### src/rtl/uart_tx_arbiter.sv
// Round-robin arbiter sharing one UART transmitter among NUM_REQ byte requesters.
// One byte is accepted per grant, loaded with a single-cycle strobe, and further
// grants are held off until the frame completes (or times out) plus a gap.
module uart_tx_arbiter #(
  parameter int unsigned NUM_REQ        = 4,
  parameter int unsigned DATA_W         = 8,
  parameter int unsigned TIMEOUT_CYCLES = 1048575
) (
  input  logic                         clk,
  input  logic                         reset_n,
  input  logic [NUM_REQ-1:0]           req_valid,
  output logic [NUM_REQ-1:0]           req_ready,
  input  logic [NUM_REQ*DATA_W-1:0]    req_data,
  input  logic [NUM_REQ-1:0]           req_parity_sel,
  input  logic [NUM_REQ-1:0]           req_stop_sel,
  input  logic [15:0]                  gap_cycles,
  input  logic                         tx_done,
  output logic                         tx_valid_in,
  output logic [DATA_W-1:0]            tx_data,
  output logic                         tx_parity_sel,
  output logic                         tx_stop_sel,
  output logic                         busy,
  output logic [$clog2(NUM_REQ)-1:0]   grant_id,
  output logic                         timeout_err
);

  localparam int unsigned ID_W  = $clog2(NUM_REQ);
  localparam int unsigned IDX_W = ID_W + 1;
  localparam int unsigned CNT_W = (TIMEOUT_CYCLES > 1) ? $clog2(TIMEOUT_CYCLES) : 1;
  localparam int unsigned GAP_W = 16;

  localparam logic [CNT_W-1:0] WAIT_LAST = CNT_W'(TIMEOUT_CYCLES - 1);
  localparam logic [ID_W-1:0]  LAST_ID   = ID_W'(NUM_REQ - 1);
  localparam logic [IDX_W-1:0] NUM_IDX   = IDX_W'(NUM_REQ);

  typedef enum logic [1:0] {
    S_IDLE = 2'd0,
    S_LOAD = 2'd1,
    S_WAIT = 2'd2,
    S_GAP  = 2'd3
  } state_e;

  state_e              state_q, state_d;
  logic [ID_W-1:0]     rr_ptr_q, rr_ptr_d;
  logic [CNT_W-1:0]    wait_cnt_q, wait_cnt_d;
  logic [GAP_W-1:0]    gap_cnt_q, gap_cnt_d;
  logic                tx_valid_q, tx_valid_d;
  logic [DATA_W-1:0]   tx_data_q, tx_data_d;
  logic                tx_par_q, tx_par_d;
  logic                tx_stop_q, tx_stop_d;
  logic                busy_q, busy_d;
  logic [ID_W-1:0]     grant_q, grant_d;
  logic                timeout_q, timeout_d;

  logic                win_found;
  logic [ID_W-1:0]     win_id;
  logic [IDX_W-1:0]    arb_idx;
  logic                grant_en;

  // Rotating-priority search starting at rr_ptr, wrapping back to rr_ptr-1
  always_comb begin : p_arb
    win_found = 1'b0;
    win_id    = '0;
    arb_idx   = '0;
    for (int unsigned k = 0; k < NUM_REQ; k++) begin
      arb_idx = {1'b0, rr_ptr_q} + IDX_W'(k);
      if (arb_idx >= NUM_IDX) begin
        arb_idx = arb_idx - NUM_IDX;
      end
      if (!win_found && req_valid[arb_idx[ID_W-1:0]]) begin
        win_found = 1'b1;
        win_id    = arb_idx[ID_W-1:0];
      end
    end
  end

  // Ready is combinational and suppressed while reset is held so no requester
  // believes a byte was taken by flops that are being cleared
  assign grant_en  = (state_q == S_IDLE) && reset_n && win_found;
  assign req_ready = grant_en ? (NUM_REQ'(1) << win_id) : '0;

  // Next-state and registered-output logic
  always_comb begin : p_next
    state_d    = state_q;
    rr_ptr_d   = rr_ptr_q;
    wait_cnt_d = wait_cnt_q;
    gap_cnt_d  = gap_cnt_q;
    tx_valid_d = 1'b0;
    tx_data_d  = tx_data_q;
    tx_par_d   = tx_par_q;
    tx_stop_d  = tx_stop_q;
    grant_d    = grant_q;
    timeout_d  = 1'b0;

    unique case (state_q)
      S_IDLE: begin
        if (grant_en) begin
          tx_data_d  = req_data[win_id*DATA_W +: DATA_W];
          tx_par_d   = req_parity_sel[win_id];
          tx_stop_d  = req_stop_sel[win_id];
          grant_d    = win_id;
          rr_ptr_d   = (win_id == LAST_ID) ? '0 : win_id + 1'b1;
          tx_valid_d = 1'b1;
          state_d    = S_LOAD;
        end
      end
      S_LOAD: begin
        wait_cnt_d = '0;
        state_d    = S_WAIT;
      end
      S_WAIT: begin
        // Completion takes precedence over a coincident timeout
        if (tx_done) begin
          wait_cnt_d = '0;
          gap_cnt_d  = gap_cycles;
          state_d    = S_GAP;
        end else if (wait_cnt_q == WAIT_LAST) begin
          wait_cnt_d = '0;
          gap_cnt_d  = gap_cycles;
          timeout_d  = 1'b1;
          state_d    = S_GAP;
        end else begin
          wait_cnt_d = wait_cnt_q + 1'b1;
        end
      end
      S_GAP: begin
        if (gap_cnt_q == '0) begin
          state_d = S_IDLE;
        end else begin
          gap_cnt_d = gap_cnt_q - 1'b1;
        end
      end
      default: begin
        state_d = S_IDLE;
      end
    endcase

    busy_d = (state_d != S_IDLE);
  end

  // State and output registers
  always_ff @(posedge clk or negedge reset_n) begin : p_regs
    if (!reset_n) begin
      state_q    <= S_IDLE;
      rr_ptr_q   <= '0;
      wait_cnt_q <= '0;
      gap_cnt_q  <= '0;
      tx_valid_q <= 1'b0;
      tx_data_q  <= '0;
      tx_par_q   <= 1'b0;
      tx_stop_q  <= 1'b0;
      busy_q     <= 1'b0;
      grant_q    <= '0;
      timeout_q  <= 1'b0;
    end else begin
      state_q    <= state_d;
      rr_ptr_q   <= rr_ptr_d;
      wait_cnt_q <= wait_cnt_d;
      gap_cnt_q  <= gap_cnt_d;
      tx_valid_q <= tx_valid_d;
      tx_data_q  <= tx_data_d;
      tx_par_q   <= tx_par_d;
      tx_stop_q  <= tx_stop_d;
      busy_q     <= busy_d;
      grant_q    <= grant_d;
      timeout_q  <= timeout_d;
    end
  end

  assign tx_valid_in   = tx_valid_q;
  assign tx_data       = tx_data_q;
  assign tx_parity_sel = tx_par_q;
  assign tx_stop_sel   = tx_stop_q;
  assign busy          = busy_q;
  assign grant_id      = grant_q;
  assign timeout_err   = timeout_q;

endmodule

### config.mk
export PLATFORM = sky130hd
export DESIGN_NAME = uart_tx_arbiter
export DESIGN_NICKNAME = d
export VERILOG_FILES = /design/src/rtl/uart_tx_arbiter.sv
export SDC_FILE = /design/constraint.sdc
export NUM_CORES = 1
export LEC_CHECK = 0
export ABC_AREA = 1
export CAP_MARGIN = 20
export CORE_UTILIZATION = 51
export CTS_CLUSTER_DIAMETER = 120
export CTS_CLUSTER_SIZE = 40
export DETAILED_ROUTE_END_ITERATION = 8
export GPL_TIMING_DRIVEN = 1
export PLACE_DENSITY = 0.92
export SKIP_CTS_REPAIR_TIMING = 1
export SLEW_MARGIN = 20
export SYNTH_ARGS = -nofsm -noshare
export SYNTH_HDL_FRONTEND = slang
export SYNTH_SLANG_ARGS = --single-unit
### constraint.sdc
create_clock -name clk -period 2.4 [get_ports clk]
set_input_delay 0.24 -clock clk [delete_from_list [all_inputs] [get_ports clk]]
set_output_delay 0.24 -clock clk [all_outputs]
set_load 0.01 [all_outputs]
# == Yosys cells after proc, flatten, opt, wreduce, memory -nomap -nowiden ==
# Index checks and enable logic that the tools add are counted.
# word_totals
regBits,55
# classes
n_eq_ne,7
mux,43
n_shift,2
reduce_logical,15
add_sub_neg,10
magnitude_cmp,9
# op_table
operator,n
$mux W16,3
$mux W20,2
$pmux W20 S2,1
$pmux W16 S2,1
$shiftx A32 B6 Y8,1
$mux W2,13
$add A20 B1 Y20 const B,1
$eq A20 B20 Y1 const B,1
$logic_not A16 Y1,1
$sub A16 B1 Y16 const B,1
$lt A2 B3 Y1 const B,5
$mux W1,15
$bmux W1 S2,6
$ge A3 B3 Y1 const B,3
$pmux W2 S4,1
$sub A2 B1 Y2 const B,4
$add A2 B2 Y3 const B,2
$eq A2 B2 Y1 const B,3
$reduce_bool A2 Y1,3
$logic_and A1 B1 Y1,5
$mux W4,1
$shl A1 B2 Y4 const A,1
$add A2 B1 Y3 const B,1
$ge A2 B3 Y1 const B,1
other kinds (8),10

# == Depth between registers and ports, before layout ==
# depth
ltp_word,18
depth_mapped,16
ltp_nobuf,14

# == Least setup slack after synthesis ==
# Ideal clock, no wire load.
# synth_path
kind,register -> output
from,reg rr_ptr_q[0]
to,out req_ready[0]
t_arrival_ns,1.720
slack_ns,0.440
t_required_ns,2.160
stages_incl_launch_ff,13
path_cell_list,dfrtp_1 buf_6 inv_6 nand2_1 nand3_1 nand2_1 nor2_4 nand3_4 nand3_4 buf_4 ha_1 inv_1 nor2_1
# synth_between
elab_chain_cells,16
elab_cells_between_ends,40
# synth_lines
element,line,rtl
"start, declared",44,"logic [ID_W-1:0] rr_ptr_q, rr_ptr_d;"
"start signal, assigned",157,rr_ptr_q <= rr_ptr_d;
"parallel branches: the longest is 15 deep, another holds $add A2 B1 Y3",-,
$mux W4 (*),80,assign req_ready = grant_en ? (NUM_REQ'(1) << win_id) : '0;
"end, declared",12,"output logic [NUM_REQ-1:0] req_ready,"
# Mark *: on every way between the ends. The select of a mux whose other input is x is not followed.

# == Final worst setup path ==
# layout_path
from,reg rr_ptr_q[0]
to,out req_ready[3]
# layout_between
elab_chain_cells,16
elab_cells_between_ends,40
# layout_lines
element,line,rtl
"parallel branches: the longest is 13 deep, another holds $add A2 B1 Y3",-,
$mux W2 (*),70,if (!win_found && req_valid[arb_idx[ID_W-1:0]]) begin
net win_id[1],56,logic [ID_W-1:0] win_id;
$shl A1 B2 Y4 (*),80,
$mux W4 (*),80,
# Mark *: on every way through the listed nets, which the timed path passes. The select of a mux whose other input is x is not followed.

==> results.tsv <==
stage	metric	value	unit
run_status	status	finished with violations	
run_status	failing checks	negative setup slack	
yosys	sequential fraction of the synthesis area	0.379	
floorplan	Die W	86.4	um
worst_setup_path	WP depth	13	
yosys	Synth Area in XOR/XNOR	0.0362	
yosys	main combinational cell family by area after synthesis	simple AND/OR/NAND/NOR gates	
sta	Slew HR	0.547	
yosys	distinct cell type count after synthesis	34	
yosys	Area contributors post-synth	dfrtp_1, nand2_1, inv_1	
sta	fmax	395	MHz
placement	Cell Area, Placed	4610	sq um
clock_network	CTS tree	yes	
yosys	yosys warns	0	
cells_and_area	Filler cells	530	
worst_setup_path	Setup crit start kind	register	
cells_and_area	register area	1380	sq um
yosys	post-synthesis compound-gate area fraction	0.0906	
worst_setup_path	cell family with most CP delay	buffers and inverters	
yosys	area leader, netlist	dfrtp_1	
worst_setup_path	r2r endpoint	rr_ptr_q[0]	
grt	GRT Util Overall	0.259	
floorplan	die area	7460	sq um
worst_setup_path	Buf/Inv on CP	5	
grt	antenna violations before repair	0	
yosys	Synth Area in Adders	0.0413	
clock_network	Worst-Skew Late Latency	0.32	ns
sta	Final Hold Vio Count	0	
grt	first-pass GRT wire length	15400	um
sta	worst setup margin	-0.135	ns
yosys	post-synth net total	597	
worst_setup_path	critical path class	reg2out	
clock_network	Root Buffer	clkbuf_8	
sta	Tightest Pin Transition	0.680	ns
sta	Slew Limit Fails	0	
yosys	Mapped Area	3630	sq um
cells_and_area	# nets final	698	
power_and_ir_drop	Power Density	1250	nW/um^2
worst_setup_path	reg-to-reg slack, setup	0.02	ns
min_path	worst min path class	in2async	
detailed_routing	DR vias	3854	
worst_setup_path	r2r worst-path depth	14	
placement	Placed Cells	705	
worst_setup_path	Worst setup endpoint	req_ready[3]	
floorplan	I/O Pins	82	
yosys	Top FF cell, synth	dfrtp_1	
power_and_ir_drop	Pleak	2.35	nW
cells_and_area	Finished Layout Cells	720	
sta	period utilisation layout	1.06	
cells_and_area	ratio of cells with drive above 1 in the final layout	0.131	
clock_network	cts bufs inserted	5	
clock_network	clock sinks	55	
cells_and_area	multi-input logic area	2030	sq um
cells_and_area	final core utilization	0.710	
yosys	synthesis-stage register bit count	55	
placement	Post-DP HPWL	7000	um
detailed_routing	1st-iter DRT viols	205	
detailed_routing	DR DRC count	0	
worst_setup_path	CP Max Fanout	6	
floorplan	starting density of the core	0.532	
yosys	Synth Area in Simple Gates	0.363	
power_and_ir_drop	Worst VDD drop	1.31	mV
detailed_routing	Vias/cell	5.35	
worst_setup_path	CP max stage cell	dfrtp_2	
sta	RSZ-0062 raised after global routing	yes	
yosys	Mean Syn Cell Area	6.96	sq um
floorplan	Core Area	6830	sq um
grt	largest net degree at the start of global routing	56	
worst_setup_path	FF-to-FF Start	rr_ptr_q[0]	
detailed_routing	wire per inst	13.7	um
clock_network	Clock Path Buffers	2	
floorplan	row count	30	
placement	port bufs	81	
cells_and_area	area grow syn2layout	33.4	%
grt	GRT overflow	0	
yosys	Post-synth ARST share	1.00	
yosys	post-synth top area share	0.379	
worst_setup_path	Arr. time, crit path	2.29	ns
yosys	synthesized instance count	522	
clock_network	H-tree levels	2	
sta	Fin Clk Skew	0.0133	ns
yosys	mux contribution to synthesized area	0	
detailed_routing	antenna-violating nets left	0	
placement	GPL Wtd Cong	0.905	
sta	# setup viols final	4	
detailed_routing	DR pass1 iterations	4	
clock_network	clock-pin slew of the registers on the worst-case setup and hold paths	0.09	ns
grt	vias in the first global route	3645	
worst_setup_path	CP max stage delay	0.46	ns
floorplan	Die Span Y	86.4	um
cells_and_area	Ant. Diodes	0	
yosys	number of flops mapped to enable cells by yosys	0	
worst_setup_path	start point of the critical path	rr_ptr_q[0]	
worst_setup_path	WP data required	2.16	ns
detailed_routing	final wirelength	9870	um
worst_setup_path	CP cell instances	buf_12 > buf_6 > nand2_1 > nand2_1 > o21ai_0 > nand3_2 > nand3_2 > nand2_2 > inv_4 > ha_4 > inv_1 > nor2_1 > buf_2	
flow_run	max-cap violations	0	
cells_and_area	cell area after layout	4850	sq um
sta	final worst path period need	2.53	ns
worst_setup_path	crit path capture type	primary output	
-- flip-flops by register name (all words and copies together), names as in the netlist --
register,count
wait_cnt_q,20
state_q,2
tx_parity_sel,1
timeout_err,1
tx_valid_in,1
grant_id,2
busy,1
rr_ptr_q,2
tx_stop_sel,1
tx_data,8
gap_cnt_q,16
-- stage by stage --
stage / TNS [ns] / hold slack, ns / setup WS, ns / total power, mW
after floorplan: 0 / -0.0556 / 0.440 / 3.85
after global placement: -0.654 / 0.456 / -0.187 / 4.84
after detailed placement: -1.00 / 0.452 / -0.260 / 5.00
after CTS: -2.00 / 0.110 / -0.503 / 5.52
after global routing: -0.957 / 0.158 / -0.198 / 6.51
final: -0.478 / 0.0858 / -0.135 / 6.04
-- where the power goes --
part | internal, mW | switching, mW
clock network | 0.206 | 0.296
registers | 1.23 | 0.249
logic | 1.63 | 2.43
-- Yosys cell counts, types with 3 or more instances --
library cell / n
nor3_1: 8
buf_6: 4
a21oi_1: 9
clkbuf_1: 3
nor2_1: 51
nand4_1: 12
nand2_2: 4
nand2_1: 184
o21ai_0: 38
inv_1: 51
o211ai_1: 3
nor4_1: 3
inv_2: 6
ha_1: 12
buf_2: 4
a31oi_1: 4
nor2_4: 3
nand3_1: 32
dfrtp_1: 55
xor2_1: 14
-- metal layers --
metal / GRT usage / wire length, um / share of wire / vias up
met5: 0 / 0 / 0 / -
met4: 0.0864 / 229 / 0.023 / 0
met3: 0.0619 / 701 / 0.071 / 26
met2: 0.462 / 5010 / 0.51 / 169
met1: 0.305 / 3930 / 0.40 / 1799
li1: - / - / - / 1860
-- cell families (layout without fill, tap and decap cells) --
kind of cell,after synthesis,after routing
AO/OA/AOI/OAI,61,61
AND/OR/NAND/NOR,305,305
flip-flops,55,55
XOR/XNOR,15,15
adder cells (fa/ha/maj),12,12
buffers and inverters,74,176
-- worst reg2reg max path, stage by stage, from the launching register on --
cell      delay [ns]
dfrtp_2         0.46
clkinv_4        0.08
buf_2           0.15
nand2_1         0.10
nand3_2         0.10
nand2_2         0.09
nor2_4          0.17
nand3_4         0.12
buf_4           0.16
nand3_2         0.14
buf_4           0.25
inv_2           0.07
buf_4           0.16
nand3_1         0.09
o21ai_0         0.11
-- worst min-delay path by stage --
stage | from | to | slack (ns) | depth (start not counted)
2_1_floorplan | reset_n | busy | -0.06 | 0
6_report | reset_n | wait_cnt_q[0] | 0.09 | 2
4_1_cts | reset_n | gap_cnt_q[14] | 0.11 | 2
3_3_place_gp | reset_n | state_q[1] | 0.46 | 2
5_1_grt | reset_n | wait_cnt_q[0] | 0.16 | 2
3_5_place_dp | reset_n | state_q[1] | 0.45 | 2
-- cells in the final DEF, fill, tap and decap left out, types with 11 or more instances in the layout --
cell	instances
nand4_1	12
clkdlybuf4s50_1	76
dfrtp_1	53
xor2_1	14
o21ai_0	38
inv_1	47
nor2_1	51
nand3_1	27
buf_4	22
nand2_1	177
nand2_2	11
-- layout make-up --
| class | instances | area share |
|---|---|---|
| multi-input cells | 393 | 0.419 |
| flip-flops and latches | 55 | 0.284 |
| repair buffers | 107 | 0.206 |
| inverters | 61 | 0.0493 |
| well taps | 96 | 0.0248 |
| clock buffers | 7 | 0.0157 |
| clock inverters | 1 | 0.00103 |
(Power assumes the default switching activity.)
